==> config.mk <==
export PLATFORM = sky130hd
export DESIGN_NAME = sampler_rle
export DESIGN_NICKNAME = d
export VERILOG_FILES = /design/src/rtl/sampler_rle.sv
export SDC_FILE = /design/constraint.sdc
export NUM_CORES = 1
export LEC_CHECK = 0
export ABC_CLOCK_PERIOD_IN_PS = 4300
export CORE_UTILIZATION = 55
export CTS_CLUSTER_SIZE = 10
export DETAILED_ROUTE_END_ITERATION = 7
export PLACE_DENSITY_LB_ADDON = 0.15
export SYNTH_ARGS = -nofsm -noshare
export SYNTH_HDL_FRONTEND = slang
export SYNTH_SLANG_ARGS = --single-unit
==> constraint.sdc <==
create_clock -name clk_i -period 4.3 [get_ports clk_i]
set_clock_uncertainty 0.2 [all_clocks]
set_input_delay 0.43 -clock clk_i [delete_from_list [all_inputs] [get_ports clk_i]]
set_output_delay 0.43 -clock clk_i [all_outputs]
set_load 0.005 [all_outputs]
==> src/rtl/sampler_rle.sv <==
// Divided-rate channel sampler: masks disabled channel groups, packs the
// enabled ones toward bit 0 and optionally run-length encodes repeated samples.
module sampler_rle #(
  parameter  int CHLS  = 32,
  parameter  int GRP_W = 8,
  parameter  int DIV_W = 24,
  localparam int GRPS  = CHLS / GRP_W
) (
  input  logic             clk_i,
  input  logic             rst_in,
  input  logic [DIV_W-1:0] fdiv_i,
  input  logic             set_div_i,
  input  logic [GRPS-1:0]  grp_dis_i,
  input  logic             rle_en_i,
  input  logic             set_cfg_i,
  input  logic             run_i,
  input  logic [CHLS-1:0]  data_i,
  output logic [CHLS-1:0]  smpls_o,
  output logic             stb_o,
  output logic             rle_o
);

  localparam int CNT_W = CHLS - 1;
  localparam logic [CNT_W-1:0] RUN_MAX = '1;

  logic [DIV_W-1:0] r_div_q, r_div_d, cnt_q, cnt_d;
  logic [GRPS-1:0]  mask_q, mask_d;
  logic             rle_q, rle_d;
  logic             run_prev_q, run_prev_d;
  logic [CHLS-1:0]  last_q, last_d;
  logic [CNT_W-1:0] run_cnt_q, run_cnt_d;
  logic             have_last_q, have_last_d;
  logic             pend_q, pend_d;
  logic [CHLS-1:0]  smpls_q, smpls_d;
  logic             stb_q, stb_d;
  logic             rle_out_q, rle_out_d;

  logic [CHLS-1:0]  packed_s;
  logic [CHLS-1:0]  grp_ext;
  int               pos;
  logic             tick, rle_act, stop;

  // Enabled groups are shifted down over the gaps left by disabled ones.
  always_comb begin
    packed_s = '0;
    grp_ext  = '0;
    pos      = 0;
    for (int g = 0; g < GRPS; g++) begin
      grp_ext              = '0;
      grp_ext[GRP_W-1:0]   = data_i[g*GRP_W +: GRP_W];
      if (!mask_q[g]) begin
        packed_s = packed_s | (grp_ext << (pos * GRP_W));
        pos      = pos + 1;
      end
    end
  end

  assign tick    = run_i && (cnt_q >= r_div_q) && !set_div_i;
  assign rle_act = rle_q && (r_div_q != '0);
  assign stop    = run_prev_q && !run_i;

  always_comb begin
    r_div_d     = set_div_i ? fdiv_i : r_div_q;
    cnt_d       = cnt_q;
    mask_d      = mask_q;
    rle_d       = rle_q;
    run_prev_d  = run_i;
    last_d      = last_q;
    run_cnt_d   = run_cnt_q;
    have_last_d = have_last_q;
    pend_d      = pend_q;
    smpls_d     = smpls_q;
    stb_d       = 1'b0;
    rle_out_d   = 1'b0;

    if (set_div_i || !run_i || tick) cnt_d = '0;
    else                             cnt_d = cnt_q + 1'b1;

    if (set_cfg_i) begin
      // New configuration discards any partial run, including an owed value.
      mask_d      = grp_dis_i;
      rle_d       = rle_en_i;
      have_last_d = 1'b0;
      run_cnt_d   = '0;
      pend_d      = 1'b0;
    end else if (pend_q) begin
      stb_d   = 1'b1;
      smpls_d = last_q;
      pend_d  = 1'b0;
      if (stop) begin
        have_last_d = 1'b0;
        run_cnt_d   = '0;
      end
    end else if (stop) begin
      if (rle_act && run_cnt_q != '0) begin
        stb_d     = 1'b1;
        rle_out_d = 1'b1;
        smpls_d   = {1'b0, run_cnt_q};
      end
      have_last_d = 1'b0;
      run_cnt_d   = '0;
    end else if (tick) begin
      if (!rle_act) begin
        stb_d   = 1'b1;
        smpls_d = packed_s;
      end else if (!have_last_q) begin
        stb_d       = 1'b1;
        smpls_d     = packed_s;
        last_d      = packed_s;
        have_last_d = 1'b1;
        run_cnt_d   = '0;
      end else if (packed_s == last_q) begin
        if (run_cnt_q != RUN_MAX) begin
          run_cnt_d = run_cnt_q + 1'b1;
        end else begin
          // Saturated run: flush it; the current sample starts the next run.
          stb_d     = 1'b1;
          rle_out_d = 1'b1;
          smpls_d   = {1'b0, RUN_MAX};
          run_cnt_d = CNT_W'(1);
        end
      end else if (run_cnt_q == '0) begin
        stb_d   = 1'b1;
        smpls_d = packed_s;
        last_d  = packed_s;
      end else begin
        stb_d     = 1'b1;
        rle_out_d = 1'b1;
        smpls_d   = {1'b0, run_cnt_q};
        last_d    = packed_s;
        run_cnt_d = '0;
        pend_d    = 1'b1;
      end
    end
  end

  always_ff @(posedge clk_i or negedge rst_in) begin
    if (!rst_in) begin
      r_div_q     <= '0;
      cnt_q       <= '0;
      mask_q      <= '0;
      rle_q       <= 1'b0;
      run_prev_q  <= 1'b0;
      last_q      <= '0;
      run_cnt_q   <= '0;
      have_last_q <= 1'b0;
      pend_q      <= 1'b0;
      smpls_q     <= '0;
      stb_q       <= 1'b0;
      rle_out_q   <= 1'b0;
    end else begin
      r_div_q     <= r_div_d;
      cnt_q       <= cnt_d;
      mask_q      <= mask_d;
      rle_q       <= rle_d;
      run_prev_q  <= run_prev_d;
      last_q      <= last_d;
      run_cnt_q   <= run_cnt_d;
      have_last_q <= have_last_d;
      pend_q      <= pend_d;
      smpls_q     <= smpls_d;
      stb_q       <= stb_d;
      rle_out_q   <= rle_out_d;
    end
  end

  assign smpls_o = smpls_q;
  assign stb_o   = stb_q;
  assign rle_o   = rle_out_q;

endmodule

Word level (Yosys, flattened, before mapping)
Index checks and enable logic that the tools add are counted.
W data, S select, Z words.
{"block": "word_totals", "register_bits": 153, "mem_bits_ro": 0, "latchBits": 0, "ramBits": 0, "output_inout_bits": 34, "mem_count": 0, "inputBits": 66, "word_cells": 111}
{"block": "op_classes", "reduce_logical": 19, "bitwise_logic": 6, "add_sub_neg": 4, "shift": 3, "muxes": 59, "n_eq_ne": 7, "order_cmp": 1, "div": 0, "mul": 0}
{"operator": "$mux W32", "n": 14}
{"operator": "$mux W31", "n": 10}
{"operator": "$or A32 B32 Y32", "n": 2}
{"operator": "$shl A8 B32 Y32", "n": 2}
{"operator": "$eq A32 B32 Y1", "n": 1}
{"operator": "$or A8 B32 Y32", "n": 1}
{"operator": "$shl A8 B4 Y32", "n": 1}
{"operator": "$add A31 B1 Y31 const B", "n": 1}
{"operator": "$logic_not A31 Y1", "n": 1}
{"operator": "$mux W1", "n": 31}
{"operator": "$ne A31 B31 Y1 const B", "n": 1}
{"operator": "$reduce_bool A31 Y1", "n": 1}
{"operator": "$mux W29", "n": 1}
{"operator": "$add A24 B1 Y24 const B", "n": 1}
{"operator": "$ge A24 B24 Y1", "n": 1}
{"operator": "$mux W24", "n": 1}
{"operator": "$reduce_bool A24 Y1", "n": 1}
{"operator": "$reduce_bool A3 Y1", "n": 3}
{"operator": "$mux W8", "n": 1}
{"operator": "$reduce_and A4 Y1", "n": 2}
{"operator": "$ne A3 B2 Y1 const B", "n": 2}
{"operator": "$ne A6 B6 Y1 const B", "n": 1}
{"operator": "$reduce_and A6 Y1", "n": 1}
{"operator": "$logic_and A1 B1 Y1", "n": 5}
{"operator": "9 further kinds", "n": 13}

Depth between registers and ports, before layout
Gate-level depths: netlist (run 1).
{"block": "logic_depth", "ltp_word": 16, "depth_mapped": 17, "depth_no_buf": 12}

Worst setup path after synthesis (run 1)
OpenSTA, ideal clock, no wires.
{"block": "synth_path", "path_type": "flip-flop to flip-flop", "start": "register mask_q[0]", "end": "register smpls_q[10], in the netlist smpls_o[10]", "path_stages_with_launch": 14, "setup_ns": 0.127, "required_ns": 3.973, "period_less_slack_ns": 3.767, "setup_slack_ns": 0.533, "path_buffers": 1, "arrival_time_ns": 3.440, "cell_sequence": "dfrtp_1 inv_2 ha_1 nor3_1 a222oi_1 a21bo_2 xnor2_1 nand4_1 nor4_2 nand2_2 o41ai_4 buf_4 mux2i_1 o31ai_1"}
{"block": "synth_between", "elab_chain_len": 15, "word_cells_on_any_way": 25, "classes_between": "add/sub (2); eq/ne (2); shift (3); mux (14); bitwise (3); reduce/logical (1)"}
{"element": "start: declaration", "line": "27", "rtl": "logic [GRPS-1:0] mask_q, mask_d;"}
{"element": "start signal: assignment", "line": "154", "rtl": "mask_q <= mask_d;"}
{"element": "$mux W1", "line": "51", "rtl": "if (!mask_q[g]) begin"}
{"element": "$add A1 B1 Y2 / $shl A8 B4 Y32 (equally long branches)", "line": "53, 52"}
{"element": "$mux W2 / $or A8 B32 Y32 (equally long branches)", "line": "51, 52"}
{"element": "$add A2 B1 Y3, or another cell as far along", "line": "53", "rtl": "pos = pos + 1;"}
{"element": "$mux W29 / $or A32 B32 Y32 (equally long branches)", "line": "51, 52"}
{"element": "$shl A8 B32 Y32 / $mux W32 (equally long branches)", "line": "52, 51"}
{"element": "$or A32 B32 Y32", "line": "52", "rtl": "packed_s = packed_s | (grp_ext << (pos * GRP_W));"}
{"element": "$mux W32 *", "line": "51"}
{"element": "$eq A32 B32 Y1 / $mux W32 (equally long branches)", "line": "112, 122"}
{"element": "$mux W32", "line": "112", "rtl": "end else if (packed_s == last_q) begin"}
{"element": "$mux W32", "line": "106", "rtl": "end else if (!have_last_q) begin"}
{"element": "$mux W32", "line": "103", "rtl": "if (!rle_act) begin"}
{"element": "$mux W32", "line": "102", "rtl": "end else if (tick) begin"}
{"element": "$mux W32", "line": "94", "rtl": "end else if (stop) begin"}
{"element": "$mux W32", "line": "86", "rtl": "end else if (pend_q) begin"}
{"element": "end signal: assignment", "line": "161", "rtl": "smpls_q <= smpls_d;"}
{"element": "end: declaration", "line": "34", "rtl": "logic [CHLS-1:0] smpls_q, smpls_d;"}
Every way passes the cells marked *; elsewhere a longest branch is shown, timed or not. The select of a mux whose other input is x is not followed.
A chain may end at the register's enable or synchronous reset.

Worst setup path after layout (run 1)
{"block": "layout_path", "start": "register mask_q[1]", "end": "register smpls_q[3], in the netlist smpls_o[3]"}
{"block": "layout_between", "elab_chain_len": 13, "word_cells_on_any_way": 20, "classes_between": "add/sub (1); eq/ne (2); shift (2); mux (12); bitwise (2); reduce/logical (1)"}
{"element": "$mux W2", "line": "51"}
{"element": "$add A2 B1 Y3 / $shl A8 B32 Y32 (equally long branches)", "line": "53, 52"}
{"element": "$mux W29 / $or A32 B32 Y32 (equally long branches)", "line": "51, 52"}
{"element": "$shl A8 B32 Y32 / $mux W32 (equally long branches)", "line": "52, 51"}
{"element": "$or A32 B32 Y32", "line": "52"}
{"element": "$mux W32 *", "line": "51"}
{"element": "$eq A32 B32 Y1 / $mux W32 (equally long branches)", "line": "112, 122"}
{"element": "$mux W32", "line": "112"}
{"element": "$mux W32", "line": "106"}
{"element": "$mux W32", "line": "103"}
{"element": "$mux W32", "line": "102"}
{"element": "$mux W32", "line": "94"}
{"element": "$mux W32", "line": "86"}
Marks and branches as above.

==> summary.md, run 1 <==
| Metric | Value |
|---|---|
| Status | completed |
| Pin count of the biggest net entering global routing | 110 |
| Clock Tree Buf Depth | 2 |
| Cell Pwr Density | 360 nW/um^2 |
| Die span in x | 131 um |
| Vias in the first global route | 7864 |
| # rows | 46 |
| Tot GR Track Use | 0.322 |
| Final setup fails | 0 |
| Synth unique cells | 67 |
| Multi-input gate area | 4870 sq um |
| Post-synth EDFFs | 0 |
| DR vias | 8247 |
| Max rail drop VDD | 0.328 mV |
| Io pins | 100 |
| WP data required | 4.44 ns |
| Setup crit start kind | flop |
| Hold WS | 0.315 ns |
| Largest area contributor in the netlist | dfrtp_1 |
| Crit end category | flop |
| First-pass GRT wire length | 41600 um |
| Area Overhead vs Synth | 21.9% |
| Routed len/inst | 20.4 um |
| Class of the worst hold path | reg -> reg |
| Time the worst path needs with I/O delays and setup | 4.15 ns |
| Starting density of the core | 0.569 |
| Register area | 3830 sq um |
| Syn Area/Cell | 9.27 sq um |
| Port-buffer cells | 99 |
| Reg2Reg Depth | 14 |
| Placed insts | 1270 |
| Fmax | 0.241 GHz |
| Final net count | 1172 |
| Top-area cell type share of the netlist area | 0.419 |
| Fraction of layout cells with a size suffix above 1 | 0.100 |
| Setup bufs post-CTS | 0 |
| Root buffer cell | clkbuf_16 |
| CTS sink cnt | 153 |
| Fillers | 1235 |
| Synth Flop Type | dfrtp_1 |
| Synth warnings | 0 |
| Routed wire length | 26500 um |
| Number of synthesized register bits | 153 |
| Post-Syn Instances | 986 |
| H-tree levels | 4 |
| Ys async rst share | 1.00 |
| Slew HR | 0.308 |
| Core footprint | 16100 sq um |
| Crit share post-route | 0.965 |
| CP arrival | 4.29 ns |
| Worst-margin pin slew | 1.04 ns |
| P_leak | 5.07 nW |
| Die ar. | 17100 sq um |
| Most frequent cells in the layout | dfrtp_1 (153), clkdlybuf4s50_1 (98), nor2_1 (84) |
| Register area share after synthesis | 0.419 |
| Worst Hold Path EP | rle_q$_DFFE_PN0P_ |
| TritonCTS clock tree | done |
| Diodes inserted | 0 |
| # DRC | 0 |
| Worst hold path startpoint | rle_q$_DFFE_PN0P_ |
| Detailed placement HPWL | 18400 um |
| Crit path max fanout | 11 |
| Syn nets | 1083 |
| Capture point of the worst reg-to-reg path | smpls_o[3]$_DFFE_PN0P_ |
| Reg2reg start | mask_q[1]$_DFFE_PN0P_ |
| Initial DRC count | 764 |
| Most common cell after layout, fill and taps aside | dfrtp_1 |
| Final hold viol count | 0 |
| DRT antenna net count | 0 |
| Critical path type | reg -> reg |
| Overall power | 4.01 mW |
| Num CTS Buffers | 17 |
| Pins Over Slew Limit | 0 |
| First-pass DRT Iterations | 6 |
| Clock slew at reported path FFs | 0.06 ns |
| Reg2Reg Setup Slack | 0.15 ns |
| Post-Syn Area | 9140 sq um |
| Hold path depth | 1 |
| Fin cells | 1303 |
| GPL Wtd Cong | 0.959 |
| Skew-Pair Late Insertion Delay | 0.43 ns |
| Initial antenna violation count | 0 |
| Grt ovf | 0 |
| Via density | 6.33 |
| Die Ht | 131 um |
| Area contributors post-synth | dfrtp_1 (42%), ha_1 (4.2%), o22ai_1 (3.9%) |
| Max_cap viols | 0 |
-- registers in the layout, summed over array words and instances (netlist names) --
signal / flops
last_q: 32
smpls_o: 32
rle_o: 1
run_cnt_q: 31
rle_q: 1
stb_o: 1
mask_q: 4
r_div_q: 24
cnt_q: 24
pend_q: 1
run_prev_q: 1
have_last_q: 1
-- stage by stage --
| step | TNS [ns] | util | instance area, sq um | worst slack, ns |
|---|---|---|---|---|
| floorplan | 0 | - | 9140 | 0.533 |
| global placement | 0 | 0.649 | 10400 | 0.105 |
| detailed placement | 0 | 0.649 | 10400 | 0.104 |
| CTS | 0 | 0.690 | 11100 | 0.0628 |
| global route | -0.383 | 0.693 | 11100 | -0.0502 |
| finish | 0 | 0.693 | 11100 | 0.150 |
-- worst max-delay path by stage --
| stage | from | to | slack (ns) |
|---|---|---|---|
| 2_1_floorplan | mask_q[0]$_DFFE_PN0P_ | smpls_o[10]$_DFFE_PN0P_ | 0.53 |
| 3_3_place_gp | mask_q[0]$_DFFE_PN0P_ | smpls_o[10]$_DFFE_PN0P_ | 0.11 |
| 3_5_place_dp | mask_q[1]$_DFFE_PN0P_ | smpls_o[10]$_DFFE_PN0P_ | 0.10 |
| 4_1_cts | mask_q[1]$_DFFE_PN0P_ | smpls_o[10]$_DFFE_PN0P_ | 0.06 |
| 5_1_grt | mask_q[1]$_DFFE_PN0P_ | smpls_o[19]$_DFFE_PN0P_ | -0.05 |
| 6_report | mask_q[1]$_DFFE_PN0P_ | smpls_o[3]$_DFFE_PN0P_ | 0.15 |
-- power breakdown --
| part | internal [mW] | leakage [nW] | switching [mW] |
|---|---|---|---|
| Clock | 1.03 | 0.314 | 0.629 |
| Combinational | 0.377 | 2.74 | 0.372 |
| Sequential | 1.53 | 2.01 | 0.0666 |
| Total | 2.94 | 5.07 | 1.07 |
-- layout make-up --
class | count | area share
multi-input combinational | 712 | 0.437
clock inverter | 14 | 0.0198
clock buffer | 17 | 0.0382
tap | 216 | 0.0243
timing repair buffer | 136 | 0.118
inverter | 55 | 0.0185
sequential | 153 | 0.344
-- repair_timing --
action	4_1_cts	5_1_grt
resized for setup	0	14
endpoints found under the hold margin	8	0
hold buffers	1	0
endpoints found under the setup margin	0	84
-- routing by layer --
layer  global-route usage  share of wire
met5                    0              0
met4                0.176          0.054
met3               0.0656          0.073
met2                0.518           0.47
met1                0.408           0.40
-- kinds of logic after synthesis --
group | Yosys count | synth area share
AO/OA/AOI/OAI | 283 | 0.223
XOR/XNOR | 47 | 0.0450
adder cells (fa/ha/maj) | 31 | 0.0424
buffers and inverters | 121 | 0.0542
flip-flops | 153 | 0.419
multiplexers | 28 | 0.0338
AND/OR/NAND/NOR | 323 | 0.183
-- cells in the mapped netlist (all sizes together) (14+ instances only) --
library cell and count:
clkbuf 35, a21oi 28, ha 31, o22ai 57, nand3 38, nand2 59, nor4 18, and3 15
xor2 24, xnor2 23, mux2 23, a22o 34, inv 55, dfrtp 153, a221oi 28, buf 31
nor2 85, a22oi 14, a21o 29, nand4 22, nor2b 40, o21ai 46
-- worst max-delay path, stage by stage (launching register included) --
cell and delay, ns:
dfrtp_1 0.39, inv_1 0.11, ha_2 0.32, nor3b_1 0.15, buf_4 0.20, a21o_1 0.21
a22oi_2 0.22, xor2_1 0.32, nand4_1 0.23, nor4_4 0.40, nand2_2 0.12, o41ai_4 0.55
clkbuf_4 0.35, a221oi_1 0.07, o22ai_1 0.21
No activity file was read; power rests on OpenSTA's default activity.
==> run 2, diff against run 1 <==
--- a/config.mk
+++ b/config.mk
@@ -10,4 +10,5 @@
 export CTS_CLUSTER_SIZE = 10
 export DETAILED_ROUTE_END_ITERATION = 7
+export DONT_BUFFER_PORTS = 1
 export PLACE_DENSITY_LB_ADDON = 0.15
 export SYNTH_ARGS = -nofsm -noshare
==> constraint.sdc (replaced) <==
create_clock -name clk_i -period 4.3 [get_ports clk_i]
set_clock_uncertainty 0.2 [all_clocks]
set_input_delay 0.645 -clock clk_i [delete_from_list [all_inputs] [get_ports clk_i]]
set_output_delay 0.645 -clock clk_i [all_outputs]
set_load 0.005 [all_outputs]
==> summary.md, run 2 (synthesis gave the netlist of run 1 again) <==
| Metric | Value |
|---|---|
| Tot GR Track Use | 0.310 (-0.0116) |
| Vias in the first global route | 7302 (-7.1%) |
| Most frequent cells in the layout | dfrtp_1 (153), nor2_1 (84), nand2_1 (58) |
| Final net count | 1072 (-8.5%) |
| Die span in x | 131 um (unchanged) |
| Most common cell after layout, fill and taps aside | dfrtp_1 |
| Num CTS Buffers | 17 (unchanged) |
| P_leak | 4.64 nW (-8.4%) |
| Worst-margin pin slew | 0.872 ns (-0.166 ns) |
| Starting density of the core | 0.569 (unchanged) |
| DRT antenna net count | 0 (unchanged) |
| Final setup fails | 0 (unchanged) |
| Die Ht | 131 um (unchanged) |
| Routed len/inst | 20.6 um (+1.4%) |
| Pins Over Slew Limit | 0 (unchanged) |
| # rows | 46 (unchanged) |
| Root buffer cell | clkbuf_16 |
| Final hold viol count | 153 (+153) |
| Crit share post-route | 0.956 (-0.00915) |
| Worst slack, placed | -0.000169 ns (-0.105 ns) |
| GPL Wtd Cong | 0.928 (-3.3%) |
| Crit path top cell by count | buf_4 |
| Failing checks | design-rule violations, negative hold slack |
| Via density | 6.32 (-0.15%) |
| Fraction of layout cells with a size suffix above 1 | 0.109 (+0.00904) |
| Critical path type | reg -> reg |
| Diodes inserted | 0 (unchanged) |
| CTS sink cnt | 153 (unchanged) |
| Fmax | 0.243 GHz (+0.96%) |
| CP arrival | 4.22 ns (-0.07 ns) |
| Reg2Reg Depth | 16 (+2) |
| Grt ovf | 0 (unchanged) |
| Capture point of the worst reg-to-reg path | run_cnt_q[18]$_DFFE_PN0P_ |
| Time the worst path needs with I/O delays and setup | 4.11 ns (-0.0394 ns) |
| Cell Pwr Density | 353 nW/um^2 (-1.8%) |
| Placed cell areas | 9450 sq um (-9.3%) |
| H-tree levels | 4 (unchanged) |
| Area Overhead vs Synth | 10.1% |
| Cell Chain, Critical Path | inv_1 > ha_1 > buf_4 > nor3_1 > buf_4 > a222oi_1 > o21ai_1 > xnor2_1 > nand4_1 > nor4_4 > buf_4 > and2_1 > o2bb2ai_2 > buf_4 > a21o_1 > a22o_1 |
| Die ar. | 17100 sq um (unchanged) |
| First-pass DRT Iterations | 8 (+2) |
| Initial antenna violation count | 0 (unchanged) |
| Pin count of the biggest net entering global routing | 154 (+40%) |
| Port-buffer cells | 0 (-100%) |
| Status | finished with violations |
| Initial DRC count | 759 (-0.65%) |
| Setup crit start kind | flop |
| # DRC | 6 (+6) |
| DR vias | 7609 (-7.7%) |
| CP peak stage delay | 0.39 ns (-0.16 ns) |
| Max_cap viols | 0 (unchanged) |
| Clock Tree Buf Depth | 2 (unchanged) |
| Crit path max fanout | 30 (+19) |
| Hold WS | -0.296 ns (-0.611 ns) |
| Crit end category | flop |
| Reg2Reg Setup Slack | 0.19 ns (+0.04 ns) |
| Routed wire length | 24900 um (-6.3%) |
| Io pins | 100 (unchanged) |
| Max rail drop VDD | 0.364 mV (+11%) |
| WP data required | 4.41 ns (-0.03 ns) |
| Fin worst setup slack | 0.189 ns (+0.0394 ns) |
| Clock slew at reported path FFs | 0.07 ns (about the same) |
| TritonCTS clock tree | done |
| Core footprint | 16100 sq um (unchanged) |
| CP max stage cell | nor4_4 |
| Slew HR | 0.413 (+0.105) |
| Post-route cell area | 10100 sq um (-9.6%) |
| Detailed placement HPWL | 17600 um (-4.5%) |
| Skew-Pair Late Insertion Delay | 0.43 ns (about the same) |
| First-pass GRT wire length | 39800 um (-4.3%) |
| Reg2reg start | mask_q[1]$_DFFE_PN0P_ |
| Class of the worst hold path | in -> async |
==> run 2: power by group <==
part | internal, mW | switching (mW) | leakage, nW
combinational | 0.222 | 0.284 | 2.36
sequential | 1.53 | 0.0854 | 2.01
clock | 0.816 | 0.620 | 0.274
total | 2.57 | 0.989 | 4.64
==> run 2: worst max path at each step <==
stage	from	endpoint	slack [ns]	cells past startpoint
global placement	mask_q[1]$_DFFE_PN0P_	smpls_o[15]$_DFFE_PN0P_	0.03	14
global route	mask_q[1]$_DFFE_PN0P_	run_cnt_q[18]$_DFFE_PN0P_	-0.01	16
floorplan	mask_q[0]$_DFFE_PN0P_	smpls_o[10]$_DFFE_PN0P_	0.53	13
finish	mask_q[1]$_DFFE_PN0P_	run_cnt_q[18]$_DFFE_PN0P_	0.19	16
CTS	mask_q[1]$_DFFE_PN0P_	smpls_o[13]$_DFFE_PN0P_	0.06	14
detailed placement	mask_q[1]$_DFFE_PN0P_	smpls_o[15]$_DFFE_PN0P_	-0.0002	14
==> run 2: routing by layer <==
layer | global-route usage | routed length (um) | vias to the layer above | share of wire
li1 | - | - | 3602 | -
met1 | 0.394 | 10300 | 3681 | 0.41
met2 | 0.505 | 11800 | 271 | 0.48
met3 | 0.0713 | 1760 | 55 | 0.071
met4 | 0.141 | 994 | 0 | 0.040
met5 | 0 | 0 | - | 0
==> run 2: repair_timing <==
item | CTS | global route
setup endpoints to repair | 22 | 93
hold endpoints to repair | 153 | 153
buffers inserted | 0 | 0
pin swaps | 0 | 1
cloned | 0 | 0
gates resized for setup | 1 | 11
==> run 2: layout make-up <==
type                    count  area [sq um]
fillers                  1358          5990
flip-flops and latches    153          3830
well taps                 216           270
clock inverters            13           121
multi-input cells         712          4870
clock buffers              19           443
inverters                  55           206
repair buffers             36           327
==> run 2: critical path, delay by kind of cell, from the launching register on <==
kind	cells	cell delay, ns
compound gates	5	1.03
xor+xnor	1	0.26
fa+ha+maj	1	0.36
buf+inv	5	0.83
flops	1	0.34
simple gates	4	0.95
==> run 2: metrics by stage <==
stage	power [mW]	setup TNS, ns	std cells	hold slack [ns]	utilization
final	3.56	0	1204	-0.296	0.627
after global routing	3.71	-0.0132	1204	-0.308	0.627
after CTS	3.57	0	1204	-0.301	0.624
after detailed placement	2.13	-0.000169	1172	0.153	0.588
after global placement	2.12	0	1172	0.153	0.588
after floorplan	1.98	0	986	0.149	-
==> run 3, diff against run 2 <==
Settings changed: ABC_AREA from default to 0.
==> results of run 3 <==
The final DEF is identical to that of run 2; final timing and power are the same.
